$ cat src/rtl/turbo_frame_sched.sv
// Frame scheduler for the turbo constituent encoder: ping-pong nibble buffer
// feeding a serial data / tail / gap sequencer with valid-ready back-pressure.
module turbo_frame_sched #(
  parameter int NIB_PER_FRAME = 16,
  parameter int TAIL_LEN      = 3,
  parameter int GAP_LEN       = 2
) (
  input  logic        clk,
  input  logic        rst,
  input  logic [3:0]  nib_in,
  input  logic        nib_valid,
  output logic        nib_ready,
  output logic        enc_bit,
  output logic        enc_en,
  output logic        enc_sof,
  output logic        enc_eof,
  output logic        tail_en,
  output logic        busy,
  output logic [15:0] frame_cnt
);

  localparam int FRAME_BITS = 4 * NIB_PER_FRAME;
  localparam int IDX_W      = $clog2(FRAME_BITS);
  localparam int FILL_W     = $clog2(NIB_PER_FRAME);
  localparam int CNT_W      = 3;

  typedef enum logic [1:0] {
    S_IDLE = 2'd0,
    S_DATA = 2'd1,
    S_TAIL = 2'd2,
    S_GAP  = 2'd3
  } state_t;

  logic [FRAME_BITS-1:0] bank_q [2];
  logic [1:0]            full_q, full_d;
  logic [FILL_W-1:0]     fill_cnt_q;
  logic                  wr_bank_q, rd_bank_q;
  logic [15:0]           frame_cnt_q;

  state_t                state_q, state_d;
  logic [IDX_W-1:0]      bit_idx_q, bit_idx_d;
  logic [CNT_W-1:0]      cnt_q, cnt_d;

  logic enc_bit_q, enc_bit_d;
  logic enc_en_q, enc_en_d;
  logic enc_sof_q, enc_sof_d;
  logic enc_eof_q, enc_eof_d;
  logic tail_en_q, tail_en_d;

  logic accept, fill_done, drain_done, start_ok;

  assign nib_ready  = ~full_q[wr_bank_q];
  assign accept     = nib_valid & nib_ready;
  assign fill_done  = accept & (fill_cnt_q == FILL_W'(NIB_PER_FRAME - 1));
  assign drain_done = (state_q == S_DATA) && (bit_idx_q == '0);
  assign start_ok   = full_q[rd_bank_q];

  // Fill and drain touch different banks, so both updates apply independently.
  always_comb begin
    full_d = full_q;
    if (drain_done) full_d[rd_bank_q] = 1'b0;
    if (fill_done)  full_d[wr_bank_q] = 1'b1;
  end

  always_ff @(posedge clk) begin
    if (rst) begin
      for (int b = 0; b < 2; b++) bank_q[b] <= '0;
      full_q      <= '0;
      fill_cnt_q  <= '0;
      wr_bank_q   <= 1'b0;
      rd_bank_q   <= 1'b0;
      frame_cnt_q <= '0;
    end else begin
      full_q <= full_d;
      if (accept) begin
        bank_q[wr_bank_q] <= {bank_q[wr_bank_q][FRAME_BITS-5:0], nib_in};
        if (fill_done) begin
          fill_cnt_q <= '0;
          wr_bank_q  <= ~wr_bank_q;
        end else begin
          fill_cnt_q <= fill_cnt_q + FILL_W'(1);
        end
      end
      if (drain_done) begin
        rd_bank_q   <= ~rd_bank_q;
        frame_cnt_q <= frame_cnt_q + 16'd1;
      end
    end
  end

  always_ff @(posedge clk) begin
    if (rst) begin
      state_q   <= S_IDLE;
      bit_idx_q <= '0;
      cnt_q     <= '0;
    end else begin
      state_q   <= state_d;
      bit_idx_q <= bit_idx_d;
      cnt_q     <= cnt_d;
    end
  end

  always_comb begin
    state_d   = state_q;
    bit_idx_d = bit_idx_q;
    cnt_d     = cnt_q;
    case (state_q)
      S_IDLE: begin
        if (start_ok) begin
          state_d   = S_DATA;
          bit_idx_d = IDX_W'(FRAME_BITS - 1);
        end
      end
      S_DATA: begin
        if (bit_idx_q == '0) begin
          state_d = S_TAIL;
          cnt_d   = CNT_W'(TAIL_LEN - 1);
        end else begin
          bit_idx_d = bit_idx_q - IDX_W'(1);
        end
      end
      S_TAIL: begin
        if (cnt_q != '0) begin
          cnt_d = cnt_q - CNT_W'(1);
        end else if (GAP_LEN > 0) begin
          state_d = S_GAP;
          cnt_d   = CNT_W'(GAP_LEN - 1);
        end else if (start_ok) begin
          state_d   = S_DATA;
          bit_idx_d = IDX_W'(FRAME_BITS - 1);
        end else begin
          state_d = S_IDLE;
        end
      end
      S_GAP: begin
        if (cnt_q != '0) begin
          cnt_d = cnt_q - CNT_W'(1);
        end else if (start_ok) begin
          state_d   = S_DATA;
          bit_idx_d = IDX_W'(FRAME_BITS - 1);
        end else begin
          state_d = S_IDLE;
        end
      end
      default: state_d = S_IDLE;
    endcase
  end

  // Outputs are decoded from the next state so they line up with it after the edge.
  always_comb begin
    enc_en_d  = (state_d == S_DATA);
    enc_bit_d = enc_en_d & bank_q[rd_bank_q][bit_idx_d];
    enc_sof_d = enc_en_d && (bit_idx_d == IDX_W'(FRAME_BITS - 1));
    enc_eof_d = enc_en_d && (bit_idx_d == '0);
    tail_en_d = (state_d == S_TAIL);
  end

  always_ff @(posedge clk) begin
    if (rst) begin
      enc_bit_q <= 1'b0;
      enc_en_q  <= 1'b0;
      enc_sof_q <= 1'b0;
      enc_eof_q <= 1'b0;
      tail_en_q <= 1'b0;
    end else begin
      enc_bit_q <= enc_bit_d;
      enc_en_q  <= enc_en_d;
      enc_sof_q <= enc_sof_d;
      enc_eof_q <= enc_eof_d;
      tail_en_q <= tail_en_d;
    end
  end

  assign enc_bit   = enc_bit_q;
  assign enc_en    = enc_en_q;
  assign enc_sof   = enc_sof_q;
  assign enc_eof   = enc_eof_q;
  assign tail_en   = tail_en_q;
  assign frame_cnt = frame_cnt_q;
  assign busy      = (|full_q) | (fill_cnt_q != '0) | (state_q != S_IDLE);

endmodule

$ cat config.mk
export PLATFORM = sky130hd
export DESIGN_NAME = turbo_frame_sched
export DESIGN_NICKNAME = d
export VERILOG_FILES = /design/src/rtl/turbo_frame_sched.sv
export SDC_FILE = /design/constraint.sdc
export NUM_CORES = 1
export LEC_CHECK = 0
export BUFFER_PORTS_ARGS = -buffer_cell sky130_fd_sc_hd__buf_2
export CORE_ASPECT_RATIO = 2
export CORE_MARGIN = 2
export CORE_UTILIZATION = 57
export DETAILED_ROUTE_END_ITERATION = 10
export HOLD_SLACK_MARGIN = 0.05
export PLACE_DENSITY = 0.74
export REMOVE_ABC_BUFFERS = 1
export SLEW_MARGIN = 20
export SYNTH_ARGS = -nofsm -noshare
export SYNTH_HDL_FRONTEND = slang
export SYNTH_SLANG_ARGS = --single-unit
export TNS_END_PERCENT = 5
$ cat constraint.sdc
create_clock -name clk -period 4.4 [get_ports clk]
set_clock_uncertainty 0.1 [all_clocks]
set_input_delay 0.22 -clock clk [delete_from_list [all_inputs] [get_ports clk]]
set_output_delay 0.22 -clock clk [all_outputs]
set_load 0.03 [all_outputs]
==> flow_summary.json, run 1 <==
{
  "first_iter_violations": 485,
  "grt_pass1_vias": 5802,
  "critPathKind": "flip-flop to flip-flop",
  "cap_violations": 0,
  "cp_top_family": "simple AND/OR/NAND/NOR gates",
  "root_buffer": "clkbuf_16",
  "grt_setup_unrepaired": "false",
  "synth_top_area_share_pct": 47.0,
  "internal_power_uw": 2790,
  "worst_setup_path_startpoint": "cnt_q[0]",
  "clk_latency_ps": 420,
  "setup.worst_path.end_class": "flip-flop",
  "rrSetupSlack_ps": 910,
  "num_io_pins": 30,
  "place_hpwl_um": 10900,
  "htree_num_levels": 4,
  "cp_slowest_stage_delay_ps": 660,
  "synth_cells": 737,
  "cp-start-kind": "flip-flop",
  "routed_wl_um": 17700,
  "rr_worst_depth": 13,
  "synth.avg_cell_area_um2": 11.1,
  "synth.area.top_cells": "edfxtp_1, dfxtp_1, mux2i_1",
  "slew-limit-headroom_pct": 26.8,
  "yosysMostFrequentCell": "nor2_1",
  "clock_path_buffers": 2,
  "yosys_warnings": 0,
  "grt_pass1_wl_um": 28600,
  "post_dp_cell_area_um2": 8500,
  "fmax_mhz": 287,
  "r2r_start": "cnt_q[0]",
  "yosysTopAreaCell": "edfxtp_1",
  "dieArea_um2": 15400,
  "port_buffers": 29,
  "worst_slew_pin_slew_ps": 1100,
  "p_sw_uw": 882,
  "grt_max_degree": 65,
  "synthArstFlopShare_pct": 0,
  "clkTransAtPathRegs_ps": 70,
  "antenna_found_initial": 0,
  "status": "complete, no violations",
  "area_growth_pct": 11.5,
  "avgViaCountPerCell": 5.96,
  "p_leak_uw": 0.00331,
  "cts_resized": 0,
  "ys_ff_latch": 170,
  "synth.distinct_cells": 53,
  "place.gp.congestion": 0.846,
  "cp.depth": 13,
  "fin_tns_setup_ps": 0,
  "crit_slowest_cell": "and3_2",
  "synth_area_um2": 8180,
  "gr-total-overflow": 0,
  "crit_chain": "inv_1 -> ha_1 -> ha_1 -> and3_1 -> o21ai_1 -> and3_2 -> buf_4 -> nand2_1 -> a311oi_1 -> nand3_1 -> and4_1 -> a31o_2 -> nand3_1",
  "ant_nets": 0,
  "wire_per_inst_um": 18.4,
  "p_seq_share_pct": 49.8,
  "insertedDiodeCount": 0,
  "chipWidth_um": 88.7,
  "final_layout_size_suffix_gt1_share_pct": 13.3,
  "core_um2": 14200,
  "setup_viol": 0,
  "cts_inserted_buffers": 17,
  "cts_tree": "built",
  "track_usage_pct": 23.9,
  "fin_nets": 769,
  "peakVddDrop_mv": 0.273,
  "synth.yosys.seq_area_share_pct": 57.2,
  "synth_commonest_cells": "nor2_1, edfxtp_1, mux2i_1",
  "pre_cts_ws_ps": 932,
  "fin_crit_sh_pct": 79.3,
  "vias": 5718,
  "reg2reg_to": "enc_bit",
  "die_h_um": 173,
  "cp.required_ps": 4660,
  "fill_cells": 1095,
  "share_comb_of_total_power_pct": 10.3,
  "finalHoldViolCount": 0,
  "power.density_nw_per_um2": 402,
  "synth_edf_count": 128,
  "ys.flop_type": "edfxtp_1",
  "slew_violations": 0,
  "cp-endpoint": "enc_bit",
  "cts_num_sinks": 170,
  "timing.final.ws_setup_ps": 912,
  "initial_core_util_pct": 57.6,
  "placement_rows": 62,
  "worstPathArrival_ps": 3750,
  "drc": 0,
  "design_area_um2": 9120,
  "drtPass1Iterations": 6,
  "critPathBufInv": 2,
  "crit_fanout": 24,
  "switching_share_pct": 24.0,
  "worstHoldPathType": "input pin to flip-flop",
  "power_frac_clock_pct": 39.9,
  "period_minus_slack_ps": 3490
}
-- repair_timing --
| action | 4_1_cts | 5_1_grt |
|---|---|---|
| setup buffers | 0 | 0 |
| hold endpoints to repair | 7 | 0 |
| hold buffers | 4 | 0 |
-- area by class of cell --
cell class | instances | area (µm²) | area share, %
Timing Repair Buffer | 47 | 303 | 3.32
Tap cell | 192 | 240 | 2.63
Sequential cell | 170 | 4690 | 51.4
Clock inverter | 8 | 82.6 | 0.905
Inverter | 12 | 45.0 | 0.494
Clock buffer | 24 | 495 | 5.43
Multi-Input combinational cell | 507 | 3270 | 35.8
-- per-layer routing --
layer	track usage, %	wire [µm]
met3	3.81	752
met5	0	0
met1	30.6	7160
met4	10.6	593
met2	39.3	9160
-- power by group through the flow --
stage	clock network [µW]	registers, µW	logic [µW]
finish	1460	1830	376
global route	1520	1840	408
CTS	1470	1830	376
detailed placement	0	1860	370
global placement	0	1860	359
floorplan	0	1850	266
-- through the flow --
stage          hold slack, ps  total power [µW]  std cells  utilization, %
2_1_floorplan             189              2120        689               -
4_1_cts                  94.8              3680        960            64.2
6_report                 97.0              3670        960            64.2
5_1_grt                   148              3770        960            64.2
3_5_place_dp              381              2230        924            59.9
3_3_place_gp              371              2220        924            59.9
-- worst min-delay path by stage --
stage	startpoint	endpoint	slack, ps	cells after the start
final	nib_valid	fill_cnt_q[1]	100	4
after global routing	nib_valid	fill_cnt_q[1]	150	4
after CTS	nib_valid	fill_cnt_q[1]	90	4
after detailed placement	fill_cnt_q[1]	fill_cnt_q[1]	380	2
after global placement	cnt_q[1]	cnt_q[1]	370	2
after floorplan	rst	flip-flop	190	1
-- flip-flops by register name (all words and copies together) (netlist names), 2 cells and up, named ones only --
signal	flops
bank_q	128
bit_idx_q	6
cnt_q	3
fill_cnt_q	4
frame_cnt	16
full_q	2
state_q	2
-- placed cells by master, fill, tap and decap left out, types with 8 or more instances in the layout --
cell       Yosys  routed
nor2_1       165     165
edfxtp_1     128     128
mux2i_1       80      80
nand2_1       64      63
dfxtp_1       42      41
nand3_1       35      35
buf_2          9      29
clkbuf_16      0      18
a21oi_1       16      16
mux4_2        15      15
nand4_1       13      13
buf_4          1      13
inv_1         12      12
and3_1        12      11
xor2_1        11      11
o21ai_0        8       8
-- worst reg2reg max path: cells and delay by family (launching register included) --
family,cells,cell delay [ps]
compound gates,3,720
fa+ha+maj,2,470
buf+inv,2,440
flops,1,350
simple gates,6,1350
-- cells by family after synthesis --
kind of cell | share of synthesized area [%]
flip-flops | 57.2
XOR/XNOR | 1.61
AO/OA/AOI/OAI | 5.26
multiplexers | 14.2
AND/OR/NAND/NOR | 17.6
buffers and inverters | 3.07
adder cells (fa/ha/maj) | 1.07
Power figures use the tool's default switching activity.
==> inputs of run 2 (changes only) <==
- CORE_UTILIZATION: 57 -> 56
- PLACE_DENSITY: 0.74 -> 0.76
- clock period: 4.4 -> 3.1 ns (I/O delays scaled with it)
==> run 2 against run 1 <==
Net effect:
- clock power up 49%
- sequential share of layout area down 0.79 points
- power grew 46%
- final area is 1.6% higher
- count of clock-buffer cells in the layout is 5 lower
- non-clock buffer count is 9 higher
- global-route usage grew 2.2 points
- via count increased by 2.5%
- combinational power up 54%
==> flow_summary.json, run 2 (synthesis gave the netlist of run 1 again) <==
{
  "antenna_found_initial": 0,
  "period_minus_slack_ps": 2920,
  "fin_nets": 778,
  "placement_rows": 62,
  "drc": 0,
  "reg2reg_to": "enc_bit",
  "clk_latency_ps": 430,
  "slew_violations": 0,
  "cts_num_sinks": 170,
  "final_layout_size_suffix_gt1_share_pct": 14.3,
  "routed_wl_um": 18900,
  "first_iter_violations": 422,
  "peakVddDrop_mv": 0.447,
  "initial_core_util_pct": 57.0,
  "multi_input_area_um2": 3260,
  "critPathKind": "flip-flop to flip-flop",
  "seqCellArea_um2": 4690,
  "finalHoldViolCount": 0,
  "crit_fanout": 18,
  "root_buffer": "clkbuf_16",
  "rr_worst_depth": 13,
  "cp-start-kind": "flip-flop",
  "final_cell_count_no_fill": 969,
  "grt_pass1_vias": 6141,
  "slew-limit-headroom_pct": 51.0,
  "largest_reg_flops": 128,
  "power.density_nw_per_um2": 577,
  "place.gp.congestion": 0.949,
  "worst_slew_pin_slew_ps": 735,
  "insertedDiodeCount": 0,
  "fin_crit_sh_pct": 94.1,
  "avgViaCountPerCell": 6.05,
  "htree_num_levels": 4,
  "ant_nets": 0,
  "layout_commonest_cell": "nor2_1",
  "drtPass1Iterations": 6,
  "setup.worst_path.end_class": "flip-flop",
  "cts_tree": "built",
  "core_um2": 14400,
  "chipWidth_um": 89.5,
  "setup_viol": 0,
  "clock_path_buffers": 2,
  "grt_pass1_wl_um": 30800,
  "cp.required_ps": 3380,
  "p_leak_uw": 0.00336,
  "place_hpwl_um": 12400,
  "vias": 5862,
  "final_cell_mix": "nor2_1, edfxtp_1, mux2i_1",
  "cts_inserted_buffers": 17,
  "dieArea_um2": 15700,
  "worstHoldPathType": "flip-flop to flip-flop",
  "top_register": "bank_q",
  "num_io_pins": 30,
  "grt_max_degree": 65,
  "track_usage_pct": 26.1,
  "status": "complete, no violations",
  "place_inst": 931,
  "grt_setup_unrepaired": "false",
  "holdPathEnd": "fill_cnt_q[1]",
  "fmax_mhz": 343,
  "die_h_um": 175,
  "post_cts_buffers": 0,
  "fin_hold_ws_ps": 414,
  "clkTransAtPathRegs_ps": 70,
  "rrSetupSlack_ps": 180,
  "area_growth_pct": 13.2,
  "gr-total-overflow": 0,
  "port_buffers": 29,
  "fin_util_pct": 64.5,
  "wire_per_inst_um": 19.5,
  "fill_cells": 1086,
  "cap_violations": 0,
  "r2r_start": "cnt_q[0]",
  "hold_path_depth": 2,
  "holdCritStartpoint": "fill_cnt_q[1]",
  "worstPathArrival_ps": 3190
}
-- run 2: cell count changes in the layout (fill, tap and decap cells not counted), moves of 2 or more --
cell / change
buf_12: +4
buf_4: +3
bufinv_16: +2
clkbuf_2: -2
clkbuf_8: -2
clkinvlp_4: +4
dlygate4sd3_1: +2
inv_4: -2
nor2b_1: -2
nor2b_2: +2
-- run 2: how the worst max path moves through the flow --
| stage | startpoint | to | slack (ps) | cells past startpoint |
|---|---|---|---|---|
| global route | cnt_q[0] | enc_bit | 6 | 12 |
| CTS | cnt_q[0] | enc_bit | 180 | 13 |
| global placement | cnt_q[0] | enc_bit | 280 | 13 |
| floorplan | wr_bank_q | bank_q[1][0] | -1650 | 5 |
| detailed placement | cnt_q[0] | enc_bit | 210 | 13 |
| finish | cnt_q[0] | enc_bit | 180 | 13 |
-- run 2: final cells by class --
type / instances / area share [%]
flip-flops and latches: 170 / 50.6
multi-input cells: 507 / 35.2
clock buffers: 19 / 4.67
repair buffers: 56 / 4.59
well taps: 192 / 2.59
clock inverters: 13 / 1.82
inverters: 12 / 0.486
-- run 2: power by group --
part	total (µW)	switching (µW)	internal, µW
clock network	2170	895	1270
logic	579	348	232
registers	2600	54.1	2540
-- run 2: per-stage QoR --
step	power, µW	setup TNS [ps]	setup slack, ps	cell area [µm²]
finish	5340	0	184	9260
global placement	3200	0	278	8600
floorplan	3000	-196390	-1650	7980
detailed placement	3210	0	209	8600
CTS	5360	0	180	9260
global route	5510	0	5.96	9260
-- run 2: per-layer routing --
layer / vias to the layer above / global-route usage [%] / part of all wire (%)
li1: 2717 / - / -
met1: 2895 / 29.2 / 36
met2: 183 / 45.9 / 57
met3: 67 / 4.20 / 3.4
met4: 0 / 13.6 / 4.2
met5: - / 0 / 0
-- run 2: what timing repair did --
item                                    4_1_cts  5_1_grt
gates resized for setup                       0        2
endpoints found under the hold margin        19        0
hold buffers                                  6        0
endpoints found under the setup margin        0        1
-- run 2: worst max-delay path, cell delays in order (launching register included) --
cell and delay (ps):
dfxtp_1 340, inv_1 50, ha_1 210, ha_1 200, and3_1 190, o21a_1 240
o31ai_2 320, buf_12 200, nand2_1 90, a311oi_1 260, nand3_1 130, and4_1 220
a31o_2 230, nand3_1 90
